File: config.mk
export PLATFORM = sky130hd
export DESIGN_NAME = seq_restoring_divider
export DESIGN_NICKNAME = d
export VERILOG_FILES = /design/src/rtl/seq_restoring_divider.sv
export SDC_FILE = /design/constraint.sdc
export NUM_CORES = 1
export LEC_CHECK = 0
export BUFFER_PORTS_ARGS = -buffer_cell sky130_fd_sc_hd__clkbuf_2
export CORE_UTILIZATION = 34
export DETAILED_ROUTE_END_ITERATION = 8
export PLACE_DENSITY = 0.58
export REMOVE_ABC_BUFFERS = 1
export SLEW_MARGIN = 10
export SYNTH_ARGS = -nofsm -noshare
export SYNTH_HDL_FRONTEND = slang
export SYNTH_SLANG_ARGS = --single-unit
export TNS_END_PERCENT = 10
File: constraint.sdc
create_clock -name Clock -period 3.3 [get_ports Clock]
set_input_delay 0.66 -clock Clock [delete_from_list [all_inputs] [get_ports Clock]]
set_output_delay 0.66 -clock Clock [all_outputs]
set_load 0.02 [all_outputs]
File: src/rtl/seq_restoring_divider.sv
// seq_restoring_divider
//   Sequential unsigned restoring divider, one quotient bit per clock, MSB first.
//   An operation takes SIZE CALC steps followed by a one-cycle DONE state.
//   A zero divisor skips CALC and reports all-ones quotient, remainder = dividend.
//
// Ports
//   Clock       : rising-edge clock
//   Reset       : asynchronous active-low reset
//   iStart      : start request, sampled only while idle
//   iDividend   : unsigned dividend, captured on the accepting edge
//   iDivisor    : unsigned divisor, captured on the accepting edge
//   oQuotient   : quotient of the last completed operation
//   oRemainder  : remainder of the last completed operation
//   oBusy       : high whenever the FSM is not idle
//   oDone       : one-cycle pulse, high during the DONE state
//   oDivByZero  : last completed operation had a zero divisor
module seq_restoring_divider #(
    parameter int unsigned SIZE = 16
) (
    input  logic            Clock,
    input  logic            Reset,
    input  logic            iStart,
    input  logic [SIZE-1:0] iDividend,
    input  logic [SIZE-1:0] iDivisor,
    output logic [SIZE-1:0] oQuotient,
    output logic [SIZE-1:0] oRemainder,
    output logic            oBusy,
    output logic            oDone,
    output logic            oDivByZero
);

    localparam int unsigned REM_W = SIZE + 1;
    localparam int unsigned CNT_W = $clog2(SIZE);

    typedef enum logic [1:0] {
        IDLE = 2'd0,
        CALC = 2'd1,
        DONE = 2'd2
    } state_t;

    state_t            state;
    logic [CNT_W-1:0]  cnt;
    // Partial remainder never reaches the divisor, so SIZE bits hold it;
    // the SIZE+1-bit width only exists for the shifted trial value.
    logic [SIZE-1:0]   prem;
    // Dividend bits shift out of the top while quotient bits shift in below.
    logic [SIZE-1:0]   dvd_q;
    logic [SIZE-1:0]   dvs;

    logic [REM_W-1:0]  shifted;
    logic [REM_W-1:0]  diff;
    logic              qbit;
    logic [SIZE-1:0]   prem_next;
    logic [SIZE-1:0]   dq_next;

    // One restoring step: shift, trial-subtract, keep or restore.
    always_comb begin
        shifted   = {prem, dvd_q[SIZE-1]};
        diff      = shifted - {1'b0, dvs};
        // A borrow sets the top bit of the difference.
        qbit      = ~diff[REM_W-1];
        prem_next = qbit ? diff[SIZE-1:0] : shifted[SIZE-1:0];
        dq_next   = {dvd_q[SIZE-2:0], qbit};
    end

    // Control FSM with datapath and registered outputs.
    always_ff @(posedge Clock or negedge Reset) begin
        if (!Reset) begin
            state      <= IDLE;
            cnt        <= '0;
            prem       <= '0;
            dvd_q      <= '0;
            dvs        <= '0;
            oQuotient  <= '0;
            oRemainder <= '0;
            oBusy      <= 1'b0;
            oDone      <= 1'b0;
            oDivByZero <= 1'b0;
        end else begin
            oDone <= 1'b0;
            case (state)
                IDLE: begin
                    if (iStart) begin
                        dvd_q <= iDividend;
                        dvs   <= iDivisor;
                        cnt   <= '0;
                        prem  <= '0;
                        oBusy <= 1'b1;
                        if (iDivisor == '0) begin
                            // Zero divisor completes immediately.
                            oQuotient  <= '1;
                            oRemainder <= iDividend;
                            oDivByZero <= 1'b1;
                            oDone      <= 1'b1;
                            state      <= DONE;
                        end else begin
                            state <= CALC;
                        end
                    end
                end
                CALC: begin
                    prem  <= prem_next;
                    dvd_q <= dq_next;
                    cnt   <= cnt + 1'b1;
                    if (cnt == CNT_W'(SIZE - 1)) begin
                        oQuotient  <= dq_next;
                        oRemainder <= prem_next;
                        oDivByZero <= 1'b0;
                        oDone      <= 1'b1;
                        state      <= DONE;
                    end
                end
                DONE: begin
                    oBusy <= 1'b0;
                    state <= IDLE;
                end
                default: begin
                    oBusy <= 1'b0;
                    state <= IDLE;
                end
            endcase
        end
    end

endmodule
==> impl_metrics.tcl <==
set metrics [dict create \
    worst_pin_slew_ns 0.6890 \
    fin_nets 641 \
    rsz0062_at_grt "false" \
    crit_chain "inv_1 -> ha_1 -> inv_1 -> fa_1 -> a211oi_2 -> o21ai_4 -> o21ai_2 -> o31ai_4 -> xnor2_2 -> buf_4 -> mux2i_1 -> o22a_1" \
    root_buffer "clkbuf_16" \
    ctsHtreeMaxLevel 3 \
    clkPwrFrac_pct 18.5 \
    crit_start "dvd_q[15]" \
    start_util_pct 35.39 \
    ir_drop_v 0.0004180 \
    netlist_top_cells_count "89 x dfrtp_1, 59 x nand2_1, 56 x a21oi_1" \
    cp.arrival_ns 3.30 \
    cts_tree "yes" \
    routed_wl_um 12070 \
    crit_required_ns 3.59 \
    ys_types 53 \
    skew_ns 0.007825 \
    status "finished, final reports clean" \
    r2r-start "dvd_q[15]" \
    post_cts_buffers 0 \
    synth_top_area_share_pct 46.78 \
    finalSetupViolCount 0 \
    max_stage_delay_ns 0.44 \
    numCtsBuffers 9 \
    insertion_delay_ns 0.35 \
    post_drt_wl_per_cell_um 15.72 \
    syn-cell-area_um2 4761 \
    synthTopCellsByArea "dfrtp_1 47%, a21oi_1 5.9%, o21ai_0 5.5%, nand2_1 4.7%, ha_1 4.5%" \
    p_leak_nw 2.620 \
    antenna_found_initial 0 \
    p_switching_mw 3.073 \
    vias 4016 \
    grt_pass1_vias 3984 \
    syn_inst 522 \
    synth_seq_cells 89 \
    dr.pass1.iters 4 \
    comb_power_share_pct 53.7 \
    drt-initial-drc-count 249 \
    slew_violations 0 \
    portBuffers 69 \
    tns_ns 0 \
    antenna_left 0 \
    worst-setup-path-type "flip-flop to flip-flop" \
    dieArea_um2 14480 \
    r2r-end "oRemainder[9]" \
    crit_fanout 9 \
    async_flop_share_pct 100.0 \
    drc 0 \
    end_kind "flip-flop" \
    ys_seq_area_share_pct 46.78 \
    relSlewSlack_pct 53.65 \
    critPathSlowestCell "fa_1" \
    grt_first_pass_wirelength_um 20200 \
    yosysWarningCount 0 \
    critical_path_buf_inv_count 3 \
    p_int_mw 4.056 \
    cts_hold_buf 0 \
    postPlaceCellArea_um2 5285 \
    sw_frac_of_total_pct 43.11 \
    gp_congestion 0.7710 \
    max_cap_viol_count 0 \
    synth_edf_count 0 \
    r2r_slack_ns 0.29 \
    drive_above_1_share_pct 18.92 \
    syn_to_final_growth_pct 19.00 \
    fmax_ghz 0.3318 \
    clkSinkCount 89 \
    crit_family "compound AO/OA/AOI/OAI gates" \
    period_share_pct 91.33 \
    final-hold-violation-count 0 \
    diodes 0 \
    powerDensity_nw_per_um2 1258 \
    cts_resized 0 \
    yosysMostFrequentCell "dfrtp_1" \
    avgSynthCellArea_um2 9.120 \
    grt_usage_pct 17.80 \
    clkTransAtPathRegs_ns 0.06 \
    clockBufferDepth 2 \
    ys.flop_type "dfrtp_1" \
    gr-total-overflow 0 \
    grt_max_degree 50 \
    hpwl_um 8928 \
    yosysTopAreaCell "dfrtp_1" \
    start_kind "flip-flop" \
    viasPerCell 5.229 \
    holdCritPathClass "primary input to async pin" \
    placementRows 42 \
    coreArea_um2 13450 \
    cpMostUsedCell "inv_1" \
    seq_power_share_pct 27.8 \
    io_pins 70 \
    rr_worst_depth 12 \
    dieHeight_um 120.3 \
    chipWidth_um 120.3 \
    period_minus_slack_ns 3.014 \
    design_area_um2 5665 \
]
==> logic make-up after synthesis <==
kind of cell	count (synthesis)	synth area share, %
xor+xnor	13	2.707
mux	12	2.549
fa+ha+maj	18	4.888
compound gates	173	22.26
simple gates	166	15.77
buf+inv	51	5.046
flops	89	46.78
==> cell usage in the layout (no fill, tap or decap), types with 6 or more instances in the layout <==
cell,n
nand3_1,7
mux2i_1,11
buf_4,15
a31oi_1,7
a21o_1,6
clkbuf_16,9
dfrtp_1,89
inv_1,23
o21ai_0,52
xor2_1,6
ha_1,17
nor2_1,52
a22oi_1,16
a21oi_1,56
clkbuf_2,68
nor2b_1,17
nand2_1,59
o21ai_1,6
o22ai_1,7
nor3_1,7
==> per-stage QoR <==
step	std cells	power, mW	hold WS [ns]	utilization, %	worst slack [ns]
4_1_cts	768	7.194	0.3116	42.11	0.2812
2_1_floorplan	494	4.758	0.3644	-	0.05785
3_5_place_dp	753	5.841	0.4700	39.29	0.3159
5_1_grt	768	7.711	0.3402	42.11	0.06405
6_report	768	7.128	0.2950	42.11	0.2861
3_3_place_gp	753	5.731	0.4672	39.29	0.3690
==> routing by layer <==
layer	vias to the layer above	track usage, %	routed length [um]
met3	17	4.858	756
met1	1910	24.03	5553
li1	1971	-	-
met5	-	0	0
met4	0	4.707	194
met2	118	28.09	5569
==> area by class of cell <==
| cell class | instances | area (um2) |
|---|---|---|
| fill | 1370 | 7787 |
| sequential | 89 | 2227 |
| timing repair buffer | 83 | 452.9 |
| multi-input combinational | 382 | 2298 |
| tap | 176 | 220.2 |
| inverter | 23 | 86.33 |
| clock inverter | 6 | 155.1 |
| clock buffer | 9 | 225.2 |
==> power by group through the flow <==
stage | combinational [mW] | clock (mW) | sequential, mW
floorplan | 2.61 | 0 | 2.15
global placement | 3.74 | 0 | 1.99
detailed placement | 3.84 | 0 | 2.00
CTS | 3.85 | 1.35 | 1.99
global route | 4.27 | 1.39 | 2.05
finish | 3.82 | 1.32 | 1.98
==> sequential cells by signal, indices dropped and copies added (netlist names) <==
signal / count
oQuotient: 16
oDone: 1
state: 2
cnt: 4
prem: 16
oDivByZero: 1
dvs: 16
oRemainder: 16
dvd_q: 16
oBusy: 1
==> worst reg2reg max path, delay by kind of cell (launching register included) <==
family / cells / cell delay, ns
AOI/OAI and AO/OA: 5 / 0.93
adders and majority gates: 2 / 0.60
muxes: 1 / 0.27
DFF: 1 / 0.38
xor gates and xnor gates: 1 / 0.40
buffers and inverters: 3 / 0.37
==> worst max path at each step <==
stage	to	slack, ns	depth (start not counted)
floorplan	oRemainder[13]	0.06	7
CTS	oRemainder[9]	0.28	12
global route	prem[12]	0.06	12
detailed placement	oRemainder[9]	0.32	12
global placement	oRemainder[9]	0.37	12
finish	oRemainder[9]	0.29	12
Power figures use the tool's default switching activity.
